### src/rtl/mem_byte_lsu_pkg.sv
// Shared encodings for the byte-serial memory-stage LSU: request sizes,
// FSM states and size helpers.
package mem_byte_lsu_pkg;

  typedef enum logic [1:0] {
    MEMCNF_NONE = 2'd0,
    MEMCNF_B    = 2'd1,
    MEMCNF_H    = 2'd2,
    MEMCNF_W    = 2'd3
  } memcnf_e;

  typedef enum logic [1:0] {
    S_IDLE = 2'd0,
    S_XFER = 2'd1,
    S_LAST = 2'd2,
    S_DONE = 2'd3
  } lsu_state_e;

  function automatic logic [2:0] cnf_nbytes(input logic [1:0] cnf);
    case (memcnf_e'(cnf))
      MEMCNF_B: return 3'd1;
      MEMCNF_H: return 3'd2;
      MEMCNF_W: return 3'd4;
      default:  return 3'd0;
    endcase
  endfunction

  function automatic logic cnf_misaligned(input logic [1:0] cnf, input logic [1:0] a);
    case (memcnf_e'(cnf))
      MEMCNF_H: return a[0];
      MEMCNF_W: return |a;
      default:  return 1'b0;
    endcase
  endfunction

endpackage

### src/rtl/mem_byte_lsu_extend.sv
// lsu_extend: combinational sign/zero extension of an assembled
// little-endian load result according to the access size.
module lsu_extend
  import mem_byte_lsu_pkg::*;
(
  input  logic [31:0] raw_i,
  input  logic [1:0]  cnf_i,
  input  logic        signed_i,
  output logic [31:0] data_o
);

  always_comb begin
    case (memcnf_e'(cnf_i))
      MEMCNF_B: data_o = {{24{signed_i & raw_i[7]}},  raw_i[7:0]};
      MEMCNF_H: data_o = {{16{signed_i & raw_i[15]}}, raw_i[15:0]};
      default:  data_o = raw_i;
    endcase
  end

endmodule

### src/rtl/mem_byte_lsu.sv
// Memory-stage LSU: serialises B/H/W requests onto an 8-bit RAM bus and
// stalls the pipe until done. Define LSU_MISALIGN_TRAP_EN to trap misaligned H/W.
module mem_byte_lsu
  import mem_byte_lsu_pkg::*;
(
  input  logic        clk,
  input  logic        rst,
  input  logic [31:0] memaddr_i,
  input  logic        memwr_i,
  input  logic [1:0]  memcnf_i,
  input  logic        memsigned_i,
  input  logic [31:0] wdata_i,
  input  logic [4:0]  wd_i,
  input  logic        wreg_i,
  output logic [4:0]  wd_o,
  output logic        wreg_o,
  output logic [31:0] wdata_o,
  output logic        mem_stall_o,
  output logic        misalign_o,
  output logic        bus_req_o,
  input  logic        bus_gnt_i,
  output logic [31:0] ram_addr_o,
  output logic        ram_wr_o,
  output logic [7:0]  ram_dout_o,
  input  logic [7:0]  ram_din_i
);

  lsu_state_e  state_q, state_d;
  logic [1:0]  k_q, k_d, last_q, last_d, cnf_q, cnf_d, kp;
  logic [31:0] addr_q, addr_d, data_q, data_d, ext;
  logic        wr_q, wr_d, sgn_q, sgn_d, mis_q, mis_d;
  logic [2:0]  nb_m1;
  logic        misal;

`ifdef LSU_MISALIGN_TRAP_EN
  assign misal = cnf_misaligned(memcnf_i, memaddr_i[1:0]);
`else
  assign misal = 1'b0;
`endif

  assign nb_m1 = cnf_nbytes(memcnf_i) - 3'd1;
  assign kp    = k_q - 2'd1;

  lsu_extend u_ext (
    .raw_i   (data_q),
    .cnf_i   (cnf_q),
    .signed_i(sgn_q),
    .data_o  (ext)
  );

  always_ff @(posedge clk) begin
    if (rst) begin
      state_q <= S_IDLE;
      k_q     <= '0;
      last_q  <= '0;
      cnf_q   <= '0;
      addr_q  <= '0;
      data_q  <= '0;
      wr_q    <= 1'b0;
      sgn_q   <= 1'b0;
      mis_q   <= 1'b0;
    end else begin
      state_q <= state_d;
      k_q     <= k_d;
      last_q  <= last_d;
      cnf_q   <= cnf_d;
      addr_q  <= addr_d;
      data_q  <= data_d;
      wr_q    <= wr_d;
      sgn_q   <= sgn_d;
      mis_q   <= mis_d;
    end
  end

  always_comb begin
    state_d = state_q;
    k_d     = k_q;
    last_d  = last_q;
    cnf_d   = cnf_q;
    addr_d  = addr_q;
    data_d  = data_q;
    wr_d    = wr_q;
    sgn_d   = sgn_q;
    mis_d   = mis_q;
    wd_o        = wd_i;
    wreg_o      = 1'b0;
    wdata_o     = '0;
    mem_stall_o = 1'b0;
    misalign_o  = 1'b0;
    bus_req_o   = 1'b0;
    ram_addr_o  = '0;
    ram_wr_o    = 1'b0;
    ram_dout_o  = '0;

    case (state_q)
      S_IDLE: begin
        if (memcnf_i == MEMCNF_NONE) begin
          wreg_o  = wreg_i;
          wdata_o = wdata_i;
        end else begin
          mem_stall_o = 1'b1;
          bus_req_o   = ~misal;
          // Misaligned trap requests skip arbitration entirely.
          if (misal || bus_gnt_i) begin
            addr_d  = memaddr_i;
            wr_d    = memwr_i;
            cnf_d   = memcnf_i;
            last_d  = nb_m1[1:0];
            sgn_d   = memsigned_i;
            data_d  = memwr_i ? wdata_i : 32'd0;
            k_d     = '0;
            mis_d   = misal;
            state_d = misal ? S_DONE : S_XFER;
          end
        end
      end
      S_XFER: begin
        mem_stall_o = 1'b1;
        bus_req_o   = 1'b1;
        ram_addr_o  = addr_q + {30'd0, k_q};
        if (wr_q) begin
          ram_wr_o   = 1'b1;
          ram_dout_o = data_q[{k_q, 3'b000} +: 8];
        end else if (k_q != 2'd0) begin
          // Read data lags its address by one cycle.
          data_d[{kp, 3'b000} +: 8] = ram_din_i;
        end
        if (k_q == last_q) state_d = wr_q ? S_DONE : S_LAST;
        else               k_d = k_q + 2'd1;
      end
      S_LAST: begin
        mem_stall_o = 1'b1;
        data_d[{last_q, 3'b000} +: 8] = ram_din_i;
        state_d = S_DONE;
      end
      S_DONE: begin
        state_d = S_IDLE;
        if (mis_q) begin
          misalign_o = 1'b1;
        end else if (!wr_q) begin
          wreg_o  = wreg_i;
          wdata_o = ext;
        end
      end
      default: state_d = S_IDLE;
    endcase

    if (rst) begin
      wd_o        = '0;
      wreg_o      = 1'b0;
      wdata_o     = '0;
      mem_stall_o = 1'b0;
      misalign_o  = 1'b0;
      bus_req_o   = 1'b0;
      ram_addr_o  = '0;
      ram_wr_o    = 1'b0;
      ram_dout_o  = '0;
    end
  end

endmodule

### config.mk
export PLATFORM = sky130hd
export DESIGN_NAME = mem_byte_lsu
export DESIGN_NICKNAME = d
export VERILOG_FILES = /design/src/rtl/mem_byte_lsu_pkg.sv /design/src/rtl/mem_byte_lsu_extend.sv /design/src/rtl/mem_byte_lsu.sv
export SDC_FILE = /design/constraint.sdc
export NUM_CORES = 1
export LEC_CHECK = 0
export ABC_AREA = 1
export CORE_MARGIN = 5
export CORE_UTILIZATION = 30
export CTS_BUF_LIST = sky130_fd_sc_hd__clkbuf_8
export DETAILED_ROUTE_END_ITERATION = 8
export PLACE_DENSITY = 0.57
export SYNTH_ARGS = -nofsm -noshare
export SYNTH_HDL_FRONTEND = slang
export SYNTH_SLANG_ARGS = --single-unit
### constraint.sdc
create_clock -name clk -period 2.4 [get_ports clk]
set_clock_uncertainty 0.2 [all_clocks]
set_input_delay 0.48 -clock clk [delete_from_list [all_inputs] [get_ports clk]]
set_output_delay 0.48 -clock clk [all_outputs]
set_load 0.05 [all_outputs]
== After elaboration in Yosys (flattened, before gate mapping) ==
Index checks and enable logic that the tools add are counted.

* Add/sub/neg operators: 6
* Equal/unequal tests: 15
* Reduce and logical (&&, ||, !) cells: 10
* Multiplexer cells: 41
* Shift-type cells: 5
* Bitwise gates (word level): 3

{| class="wikitable"
|+ Operators by type and width
! operator !! number
|-
| two-way mux 32 bit || 10
|-
| case mux 32 bit (2 select lines) || 2
|-
| case mux 32 bit (3 select lines) || 1
|-
| bitwise mux 32 bit || 2
|-
| variable shift 8 x 7 -> 32 bit, first input constant || 2
|-
| variable part select 8 x 7 -> 32 bit || 2
|-
| adder 32 x 2 -> 32 bit || 1
|-
| variable part select 32 x 6 -> 8 bit || 1
|-
| two-way mux 8 bit || 3
|-
| negation 5 -> 7 bit || 2
|-
| two-way mux 2 bit || 6
|-
| inequality test 2 bit, second input constant || 6
|-
| equality test 2 bit, second input constant || 5
|-
| two-way mux 1 bit || 10
|-
| case mux 2 bit (4 select lines) || 1
|-
| equality test 2 x 1 -> 1 bit, second input constant || 3
|-
| case mux 1 bit (2 select lines) || 3
|-
| case mux 2 bit (3 select lines) || 1
|-
| AND reduction 3 bit || 2
|-
| two-way mux 5 bit || 1
|-
| AND reduction 5 bit || 1
|-
| zero test 2 bit || 2
|-
| case mux 2 bit (2 select lines) || 1
|-
| AND reduction 4 bit || 1
|-
| other kinds (8) || 11
|}

* Input bits: 85
* Bits in registers: 74
* Output and inout bits: 82
* Logic and storage cells: 88

== Longest topological paths before layout ==
Gate-level depths: netlist of the first run.

* Word-level depth: 7
* Mapped depth: 11
* Depth with buffers taken out: 11

== Cells and area by module ==
From an unflattened synthesis of the first run, not the netlist that was laid out.

* Cells, all modules: 1231
* Area, all modules: 6994.2 µm²

{| class="wikitable"
|+ Modules (own cells, without submodules)
! module !! instances !! area an instance (µm²) !! sequential area each (µm²) !! cells an instance
|-
| mem_byte_lsu || 1 || 6525.0 || 1481.4 || 1158
|-
| lsu_extend || 1 || 469.2 || 0.0 || 73
|}

== Worst setup path after synthesis of the first run ==
No wires, ideal clock.

* Path type: register -> output
* Start: register state_q[1]
* End: output port ram_dout_o[0]
* Slack: -0.834 ns
* Stages on the path, launching flop included: 8
* Buffers on the path: 1
* Required time: 1.720 ns
* Arrival time: 2.554 ns
* Path through: dfxtp_1 -> inv_1 -> ha_1 -> buf_2 -> nand2_2 -> nor2_1 -> inv_1 -> a21oi_1

* Word-level cells in the longest chain between the ends: 3

{| class="wikitable"
|+ RTL lines
! item !! line !! source
|-
| from (decl) || mem_byte_lsu.sv:28 || <nowiki>lsu_state_e state_q, state_d;</nowiki>
|-
| from (signal assigned) || mem_byte_lsu.sv:63 || <nowiki>state_q <= state_d;</nowiki>
|-
| equality test 2 x 1 -> 1 bit || mem_byte_lsu.sv:95 || <nowiki>case (state_q)</nowiki>
|-
| two-way mux 8 bit || mem_byte_lsu.sv:95 ||
|-
| two-way mux 8 bit || mem_byte_lsu.sv:148 || <nowiki>if (rst) begin</nowiki>
|-
| to (decl) || mem_byte_lsu.sv:24 || <nowiki>output logic [7:0] ram_dout_o,</nowiki>
|}

Every way passes these cells.

== Final worst setup path of the first run ==
* Start: register k_q[0]
* End: output port ram_addr_o[16]

* Word-level cells in the longest chain between the ends: 3

{| class="wikitable"
|+ RTL lines
! item !! line !! source
|-
| from (decl) || mem_byte_lsu.sv:29 || <nowiki>logic [1:0] k_q, k_d, last_q, last_d, cnf_q, cnf_d, kp;</nowiki>
|-
| from (signal assigned) || mem_byte_lsu.sv:64 || <nowiki>k_q <= k_d;</nowiki>
|-
| adder 32 x 2 -> 32 bit || mem_byte_lsu.sv:120 || <nowiki>ram_addr_o = addr_q + {30'd0, k_q};</nowiki>
|-
| two-way mux 32 bit || mem_byte_lsu.sv:95 ||
|-
| two-way mux 32 bit || mem_byte_lsu.sv:148 ||
|-
| to (decl) || mem_byte_lsu.sv:22 || <nowiki>output logic [31:0] ram_addr_o,</nowiki>
|}

Every way passes these cells.

==> results of run 1 <==
-- routing by layer --
metal / vias to the layer above / global-route usage, %
met5: - / 0
met4: 0 / 6.905
met3: 53 / 3.697
met2: 296 / 41.15
met1: 4208 / 28.85
li1: 4324 / -
-- worst register-to-register path, cell delays in order (launching register included) --
cell and delay, ns:
dfxtp_4 0.38, buf_6 0.11, buf_12 0.10, clkinvlp_4 0.09, buf_4 0.19, buf_4 0.16, ha_4 0.15, buf_4 0.16
inv_1 0.25, a21oi_1 0.12, nand2_1 0.09, nand2_1 0.09, nand2_1 0.07, a21oi_1 0.05
-- kinds of logic after synthesis --
group,count (synthesis),share of synthesized area [%]
and+or+nand+nor,457,28.50
other,1,0.05683
buffers and inverters,185,11.74
AOI/OAI and AO/OA,416,32.76
xor gates and xnor gates,3,0.3983
DFF,74,22.45
adders and majority gates,21,4.096
-- final timing paths --
check                         start                 endpoint  slack, ns  cells after the start
max reg2reg     k_q[0]$_SDFFE_PP0P_  data_q[25]$_SDFFE_PP0P_       0.10                     13
min reg2reg  addr_q[0]$_SDFFE_PP0P_   addr_q[0]$_SDFFE_PP0P_       0.28                      2
max             k_q[0]$_SDFFE_PP0P_           ram_addr_o[16]      -0.43                     11
min                             rst      k_q[1]$_SDFFE_PP0P_       0.24                      2
-- cells in the mapped netlist (6+ instances only) --
cell type,n
inv_1,114
nand3_1,36
nor3_1,8
dfxtp_1,74
clkbuf_1,28
o211ai_1,25
buf_2,22
nand2_2,8
nand2_1,291
nor2_1,91
a21oi_1,221
nand4_1,6
nor2_2,11
buf_4,7
ha_1,20
o21ai_1,7
o21ai_0,157
-- where the power goes --
group | internal, µW | leakage [µW] | total, µW | switching (µW)
clock | 639 | 0.000121 | 1180 | 536
combinational | 2710 | 0.00363 | 6720 | 4010
sequential | 1630 | 0.000616 | 2060 | 435
-- metrics by stage --
step / instances / worst slack (ns) / utilization, % / instance area [µm²] / setup TNS (ns)
2_1_floorplan: 1157 / -0.1498 / - / 7298 / -1.198
3_3_place_gp: 1604 / -0.3604 / 47.66 / 10370 / -15.65
3_5_place_dp: 1604 / -0.3378 / 47.66 / 10370 / -15.07
4_1_cts: 1649 / -0.4266 / 52.77 / 11480 / -23.27
5_1_grt: 1678 / -0.5247 / 55.44 / 12060 / -24.58
6_report: 1678 / -0.4315 / 55.44 / 12060 / -18.72
-- cell type report --
class	count	area, µm²	area share, %
tap	280	350.3	2.905
sequential	74	1501	12.45
clock buffer	11	151.4	1.255
multi-input combinational	898	5657	46.90
timing repair buffer	289	3840	31.84
inverter	121	484.2	4.015
clock inverter	5	77.57	0.6432
-- sequential cells by signal, summed over array words and instances (netlist names) --
| signal | cells |
|---|---|
| k_q | 2 |
| sgn_q | 1 |
| addr_q | 32 |
| wr_q | 1 |
| cnf_q | 2 |
| last_q | 2 |
| state_q | 2 |
| data_q | 32 |
-- repair_timing --
item | 4_1_cts | 5_1_grt
buffers inserted | 22 | 31
gates resized for setup | 138 | 128
pin swaps | 48 | 62
endpoints found under the setup margin | 77 | 107
cloned | 8 | 1
==> flow_summary.yaml, run 1 <==
finish:
  diodes: 0
  layout.cells.most_common: "nand2_1"
  num-nets-final: 1499
  filler_cells_inserted: 2006
  area_growth_pct: 82.78
  drive_above_1_share_pct: 32.19
  mostFrequentLayoutCells: "263 x nand2_1, 162 x a21oi_1, 113 x o21ai_0, 98 x inv_1, 97 x buf_12"
detailed_routing:
  dr_total_vias: 8881
  avgViaCountPerCell: 5.293
  routedWlPerCell_um: 17.98
  top_layer_used: "met4"
  totalWireLength_mm: 30.17
  first_pass_iters: 5
  detailroute.wirelength.met3_mm: 1.612
  wl_met1_mm: 12.18
  postRouteAntennaNets: 0
  met2WireLength_mm: 15.54
  post-route-drc-count: 0
  drt_iter0_drc: 617
clock_network:
  clkTransAtPathRegs_ns: 0.08
  clock_sink_count: 74
  clock_tree.root_cell: "clkbuf_8"
  post_cts_hold_buffer_count: 0
  clock_latency_ns: 0.38
  tritoncts: "yes"
  cts.path.max_buffers: 2
  numCtsBuffers: 9
  htree_num_levels: 3
pwr:
  ir_worst_vdd_mv: 0.4147
  report.power.total_uw: 9952
  power_leakage_uw: 0.004370
  p_per_area_mw_per_mm2: 825.1
setup_path:
  cp_cell_sequence: "ha_4 -> fa_2 -> nand2_2 -> nor2_4 -> buf_4 -> nand2_4 -> nor2_1 -> nand3_1 -> o21ai_1 -> nor2_2 -> buf_12"
  critical_path.max_stage_delay_ns: 0.37
  worst-path-max-fanout: 3
  worstSetupPathType: "reg2out"
  endpoint_class_of_the_critical_path: "primary output"
  cp_num_buf_inv: 2
  arrival_ns: 2.15
  critical_path.top_delay_family: "simple AND/OR/NAND/NOR gates"
  timing.critical_path.required_ns: 1.72
  slowest_stage: "dfxtp_4"
  cp-start-kind: "register"
floorplan:
  rows: 54
  floorplan.die.height_um: 158.3
  ports: 167
  die_footprint_mm2: 0.02506
  core_area_mm2: 0.02176
  die_width_um: 158.3
  initial_utilization_pct: 30.33
timing:
  clock.fmax_mhz: 353.2
  rsz0062_at_grt: "true"
  final.setup.worst_slack_ns: -0.4315
  setup_viol: 73
  timing.final.max_slew_violations: 0
  timing.final.crit_period_ns: 2.832
  fin_crit_sh_pct: 118.0
  worst_slew_margin_rel_pct: 66.15
  worst_margin_pin_slew_ns: 0.5078
  worst_hold_slack_ns: 0.2420
  hold_viol_final: 0
logic_synthesis:
  synth.avg_cell_area_um2: 5.703
  synth_ff_type: "dfxtp_1"
  syn_nets: 1263
  netlist.area_leader.share_pct: 22.45
  ys_top_cells_by_area: "dfxtp_1 22%, a21oi_1 17%, nand2_1 17%"
  syn_inst: 1157
  synthesis.area_mm2: 0.006599
  asyncSetResetFlopFracSynth_pct: 0
  synth_enable_flop_cells: 0
  synth.yosys.seq_area_share_pct: 22.45
  synth.ff_latch_count: 74
  yosysWarningCount: 0
  synth.lib_cells_used.distinct: 36
  synth_area_leader_cell: "dfxtp_1"
run_status:
  violations: "negative setup slack"
  status: "finished, violations left"
global_routing:
  overflow: 0
  antenna_found_initial: 0
  grt_pass1_wl_mm: 46.25
  globalRouteTotalUtil_pct: 23.17
  vias_in_the_first_global_route: 8603
  maximum_number_of_pins_on_one_net_before_global_route_repair: 38
placement:
  hpwl_detailed_mm: 22.04
  numPortBuffers: 165
  gp_congestion: 0.9389
flow_run:
  max-cap-violations: 0
worst_hold_path:
  timing.hold.worst.class: "in2reg"
No activity file was read; power rests on OpenSTA's default activity.
==> run 2: changes to the inputs <==
- CAP_MARGIN: default -> 5
- CORE_MARGIN: 5 -> 2
==> flow_summary.yaml, run 2 (synthesis results as in run 1) <==
run_status:
  status: "finished, violations left"
  violations: "negative setup slack"
finish:
  area_growth_pct: 84.74
  layout.cells.most_common: "nand2_1"
  final_design_area_no_fill_mm2: 0.01219
  num-nets-final: 1485
  multi_input_area_mm2: 0.005786
  layout.area.seq_mm2: 0.001503
  mostFrequentLayoutCells: "250 x nand2_1, 151 x a21oi_1, 108 x o21ai_0, 99 x buf_12, 98 x inv_1"
  drive_above_1_share_pct: 34.63
  filler_cells_inserted: 2055
  reg.largest.list: "addr_q x32, data_q x32"
  diodes: 0
detailed_routing:
  postRouteAntennaNets: 0
  post-route-drc-count: 0
  totalWireLength_mm: 30.44
  avgViaCountPerCell: 5.339
  first_pass_iters: 5
  drt_iter0_drc: 610
  dr_total_vias: 8879
  routedWlPerCell_um: 18.31
clock_network:
  clock_sink_count: 74
  tritoncts: "yes"
  clock_latency_ns: 0.38
  htree_num_levels: 3
  cts.path.max_buffers: 2
  clock_tree.root_cell: "clkbuf_8"
  clkTransAtPathRegs_ns: 0.08
  numCtsBuffers: 9
setup_path:
  r2r_end: "data_q[31]$_SDFFE_PP0P_"
  reg2reg_setup_slack_ns: 0.06
  timing.critical_path.to: "ram_addr_o[12]"
  endpoint_class_of_the_critical_path: "primary output"
  worstSetupPathType: "reg2out"
  critical_path.max_stage_delay_ns: 0.40
  timing.rr.start: "k_q[0]$_SDFFE_PP0P_"
  worst-path-max-fanout: 3
  worstRegToRegCells: 14
  timing.critical_path.required_ns: 1.72
  cp-start-kind: "register"
  critical_path.startpoint: "k_q[0]$_SDFFE_PP0P_"
  cp_cell_sequence: "ha_4 -> fa_2 -> nand2_2 -> nor2_4 -> inv_2 -> nor2_1 -> buf_4 -> nand2_2 -> nand3_2 -> nor2_4 -> buf_12"
  slowest_stage: "fa_2"
  arrival_ns: 2.14
timing:
  final.setup.worst_slack_ns: -0.4193
  timing.final.max_slew_violations: 0
  hold_viol_final: 0
  timing.final.crit_period_ns: 2.819
  fin_crit_sh_pct: 117.5
  worst_slew_margin_rel_pct: 63.92
  setup_viol: 73
  rsz0062_at_grt: "true"
  clock.fmax_mhz: 354.7
  worst_margin_pin_slew_ns: 0.5412
  totalNegativeSetupSlack_ns: -18.21
pwr:
  ir_worst_vdd_mv: 0.4982
  p_per_area_mw_per_mm2: 848.6
  power_leakage_uw: 0.004352
global_routing:
  maximum_number_of_pins_on_one_net_before_global_route_repair: 52
  overflow: 0
  vias_in_the_first_global_route: 8667
  antenna_found_initial: 0
  globalRouteTotalUtil_pct: 25.43
  grt_pass1_wl_mm: 47.34
flow_run:
  max-cap-violations: 0
placement:
  numPortBuffers: 165
  preCtsSetupSlack_ns: -0.3158
  gp_congestion: 0.9355
  postPlaceCellArea_mm2: 0.01031
  hpwl_detailed_mm: 20.95
floorplan:
  rows: 54
  ports: 167
  die_width_um: 152.3
  initial_utilization_pct: 30.43
  core_area_mm2: 0.02169
  floorplan.die.height_um: 152.3
  die_footprint_mm2: 0.02320
worst_hold_path:
  timing.hold.worst.class: "reg2reg"
run 2: cell count changes in the layout (fill, tap and decap cells not counted), moves of 5 or more:
cell     previous run  this run
a21oi_2            11        24
nand2_1           263       250
nand2_2            25        38
buf_6              25        13
o21ai_2            16        28
a21oi_1           162       151
buf_4              74        63
o21ai_1            32        24
buf_16              3         8
o21ai_0           113       108
run 2: metal layers:
metal | global-route usage [%] | wire length, µm | part of all wire [%] | vias to the layer above
met5 | 0 | 0 | 0 | -
met4 | 8.367 | 979 | 3.2 | 0
met3 | 4.209 | 1720 | 5.6 | 69
met2 | 44.68 | 15260 | 50 | 334
met1 | 31.61 | 12490 | 41 | 4180
li1 | - | - | - | 4296
run 2: what timing repair did:
action                     in CTS  in global routing
hold buffers                    0                  0
buffers inserted               34                  8
pin swaps                      77                 67
gates cloned                   16                  0
resized for setup             197                126
setup endpoints to repair      74                107
run 2: worst min path at each step:
stage,start,end,slack (ns),cells after the start
6_report,addr_q[31]$_SDFFE_PP0P_,addr_q[31]$_SDFFE_PP0P_,0.28,2
5_1_grt,addr_q[0]$_SDFFE_PP0P_,addr_q[0]$_SDFFE_PP0P_,0.29,2
4_1_cts,addr_q[0]$_SDFFE_PP0P_,addr_q[0]$_SDFFE_PP0P_,0.27,2
3_5_place_dp,addr_q[0]$_SDFFE_PP0P_,addr_q[0]$_SDFFE_PP0P_,0.25,2
3_3_place_gp,addr_q[0]$_SDFFE_PP0P_,addr_q[0]$_SDFFE_PP0P_,0.25,2
2_1_floorplan,addr_q[0]$_SDFFE_PP0P_,addr_q[0]$_SDFFE_PP0P_,0.23,2
run 2: worst max-delay path, delay by kind of cell, from the launching register on:
| family | cells | cell delay [ns] |
|---|---|---|
| adders and majority gates | 2 | 0.56 |
| and+or+nand+nor | 6 | 0.49 |
| DFF | 1 | 0.37 |
| buffers and inverters | 3 | 0.36 |
run 2: layout make-up:
type	count	area share, %
multi-input cells	898	47.46
repair buffers	275	31.56
flip-flops and latches	74	12.33
inverters	121	4.054
well taps	280	2.874
clock buffers	10	1.129
clock inverters	5	0.5953
run 2: report_power, final:
group	switching, µW	internal (µW)
combinational	4240	2930
sequential	441	1630
clock	513	600
run 2: per-stage QoR:
| stage | instances | utilization, % | total power [µW] | hold WS (ns) |
|---|---|---|---|---|
| after floorplan | 1157 | - | 5500 | 0.2299 |
| after global placement | 1599 | 47.52 | 7412 | 0.2542 |
| after detailed placement | 1599 | 47.52 | 7468 | 0.2540 |
| after CTS | 1660 | 54.56 | 10050 | 0.2722 |
| after global routing | 1663 | 56.21 | 10950 | 0.2921 |
| final | 1663 | 56.21 | 10340 | 0.2769 |
==> run 3: changes to the inputs <==
- CAP_MARGIN: 5 -> default
- CORE_MARGIN: 2 -> default
- PLACE_DENSITY: 0.57 -> 0.59
- clock period: 2.4 -> 2.5 ns (I/O delays scaled with it)
==> flow_summary.yaml, run 3 (synthesis results as in run 1) <==
floorplan:
  core_area_mm2: 0.02129
  die_footprint_mm2: 0.02259
  floorplan.die.height_um: 150.3
  rows: 53
  ports: 167
  die_width_um: 150.3
  initial_utilization_pct: 31.00
global_routing:
  vias_in_the_first_global_route: 8257
  maximum_number_of_pins_on_one_net_before_global_route_repair: 47
  grt_pass1_wl_mm: 43.87
  overflow: 0
  globalRouteTotalUtil_pct: 25.21
  antenna_found_initial: 0
setup_path:
  cp-start-kind: "register"
  worst-path-max-fanout: 4
  slowest_stage: "fa_2"
  cpMostUsedCell: "nor2_4"
  timing.rr.start: "k_q[0]$_SDFFE_PP0P_"
  reg2reg_setup_slack_ns: 0.14
  endpoint_class_of_the_critical_path: "primary output"
  worstSetupPathType: "reg2out"
  arrival_ns: 2.11
  critical_path.max_stage_delay_ns: 0.39
  cp_cell_sequence: "ha_4 -> fa_2 -> nand2_2 -> nor2_4 -> nand2_4 -> nor2_4 -> nand2_4 -> nor2_2 -> nand2_1 -> nand2_2 -> nor2_4 -> buf_12"
  cp_num_buf_inv: 1
  critical_path.top_delay_family: "simple AND/OR/NAND/NOR gates"
  critical_path.startpoint: "addr_q[0]$_SDFFE_PP0P_"
  timing.critical_path.required_ns: 1.80
worst_hold_path:
  timing.hold.worst.class: "in2reg"
  min-delay-start: "memcnf_i[1]"
clock_network:
  numCtsBuffers: 9
  clock_latency_ns: 0.38
  htree_num_levels: 3
  clock_sink_count: 74
  clkTransAtPathRegs_ns: 0.10
  cts.path.max_buffers: 2
  tritoncts: "yes"
  clock_tree.root_cell: "clkbuf_8"
timing:
  final.setup.worst_slack_ns: -0.3107
  timing.final.crit_period_ns: 2.811
  rsz0062_at_grt: "true"
  timing.final.max_slew_violations: 0
  hold_viol_final: 0
  worst_margin_pin_slew_ns: 0.5816
  fin_crit_sh_pct: 112.4
  setup_viol: 73
  worst_slew_margin_rel_pct: 61.22
  clock.fmax_mhz: 355.8
  worst_hold_slack_ns: 0.2374
finish:
  num-nets-final: 1490
  diodes: 0
  final_cell_count_no_fill: 1663
  mostFrequentLayoutCells: "273 x nand2_1, 170 x a21oi_1, 137 x o21ai_0, 97 x inv_1, 88 x buf_12"
  reg.largest.list: "addr_q x32, data_q x32"
  layout.area.seq_mm2: 0.001521
  area_growth_pct: 80.60
  filler_cells_inserted: 1967
  multi_input_area_mm2: 0.005582
  drive_above_1_share_pct: 31.12
  layout.cells.most_common: "nand2_1"
placement:
  preCtsSetupSlack_ns: -0.2959
  placed_cells: 1588
  gp_congestion: 0.9641
  hpwl_detailed_mm: 20.32
  numPortBuffers: 165
pwr:
  power_leakage_uw: 0.004310
  p_per_area_mw_per_mm2: 806.3
  ir_worst_vdd_mv: 0.3666
  report.power.total_uw: 9609
run_status:
  status: "finished, violations left"
  violations: "negative setup slack"
detailed_routing:
  dr_total_vias: 8810
  avgViaCountPerCell: 5.298
  postRouteAntennaNets: 0
  totalWireLength_mm: 29.35
  drt_iter0_drc: 657
  routedWlPerCell_um: 17.65
  first_pass_iters: 6
  post-route-drc-count: 0
flow_run:
  max-cap-violations: 0
==> run 3: metal layers <==
| layer | track usage, % | wire length (µm) | vias to the layer above |
|---|---|---|---|
| met4 | 7.879 | 655 | 0 |
| met3 | 4.848 | 1976 | 47 |
| met2 | 45.05 | 14930 | 359 |
| met5 | 0 | 0 | - |
| met1 | 30.11 | 11790 | 4112 |
| li1 | - | - | 4292 |
==> run 3: layout make-up <==
cell class                 instances  share of cell area (%)
multi-input combinational        898                   46.83
timing repair buffer             280                   31.23
sequential                        74                   12.77
inverter                         121                   4.084
tap                              275                   2.887
clock inverter                     6                   1.155
clock buffer                       9                   1.039
==> run 3: final timing paths <==
kind	end	depth (start not counted)
worst max-delay path	ram_addr_o[20]	12
worst min-delay path	cnf_q[1]$_SDFFE_PP0P_	3
worst max register to register	data_q[25]$_SDFFE_PP0P_	11
worst min register to register	addr_q[0]$_SDFFE_PP0P_	2
==> run 3: where the power goes <==
part           switching, µW  internal, µW  leakage, µW  total, µW
registers                420          1570     0.000621       1990
clock network            543           766     0.000130       1310
logic                   3780          2530      0.00356       6310
==> run 3: repair_timing <==
action / 4_1_cts / 5_1_grt
endpoints found under the setup margin: 74 / 77
buffers inserted: 35 / 19
gates cloned: 11 / 1
hold endpoints to repair: 0 / 0
pin swaps: 56 / 64
resized for setup: 175 / 76
hold buffers: 0 / 0
==> run 3: worst reg2reg max path: cells and delay by family, from the launching register on <==
kind | cells | cell delay, ns
simple gates | 4 | 0.36
flops | 1 | 0.37
buf+inv | 4 | 0.60
fa+ha+maj | 1 | 0.39
compound gates | 2 | 0.37
==> run 3: stage by stage <==
stage / cell area [µm²] / setup TNS, ns / utilization (%)
2_1_floorplan: 7192 / -1.635 / -
3_3_place_gp: 10130 / -7.018 / 47.58
3_5_place_dp: 10130 / -8.175 / 47.58
4_1_cts: 11550 / -11.05 / 54.28
5_1_grt: 11920 / -17.21 / 55.99
6_report: 11920 / -11.17 / 55.99
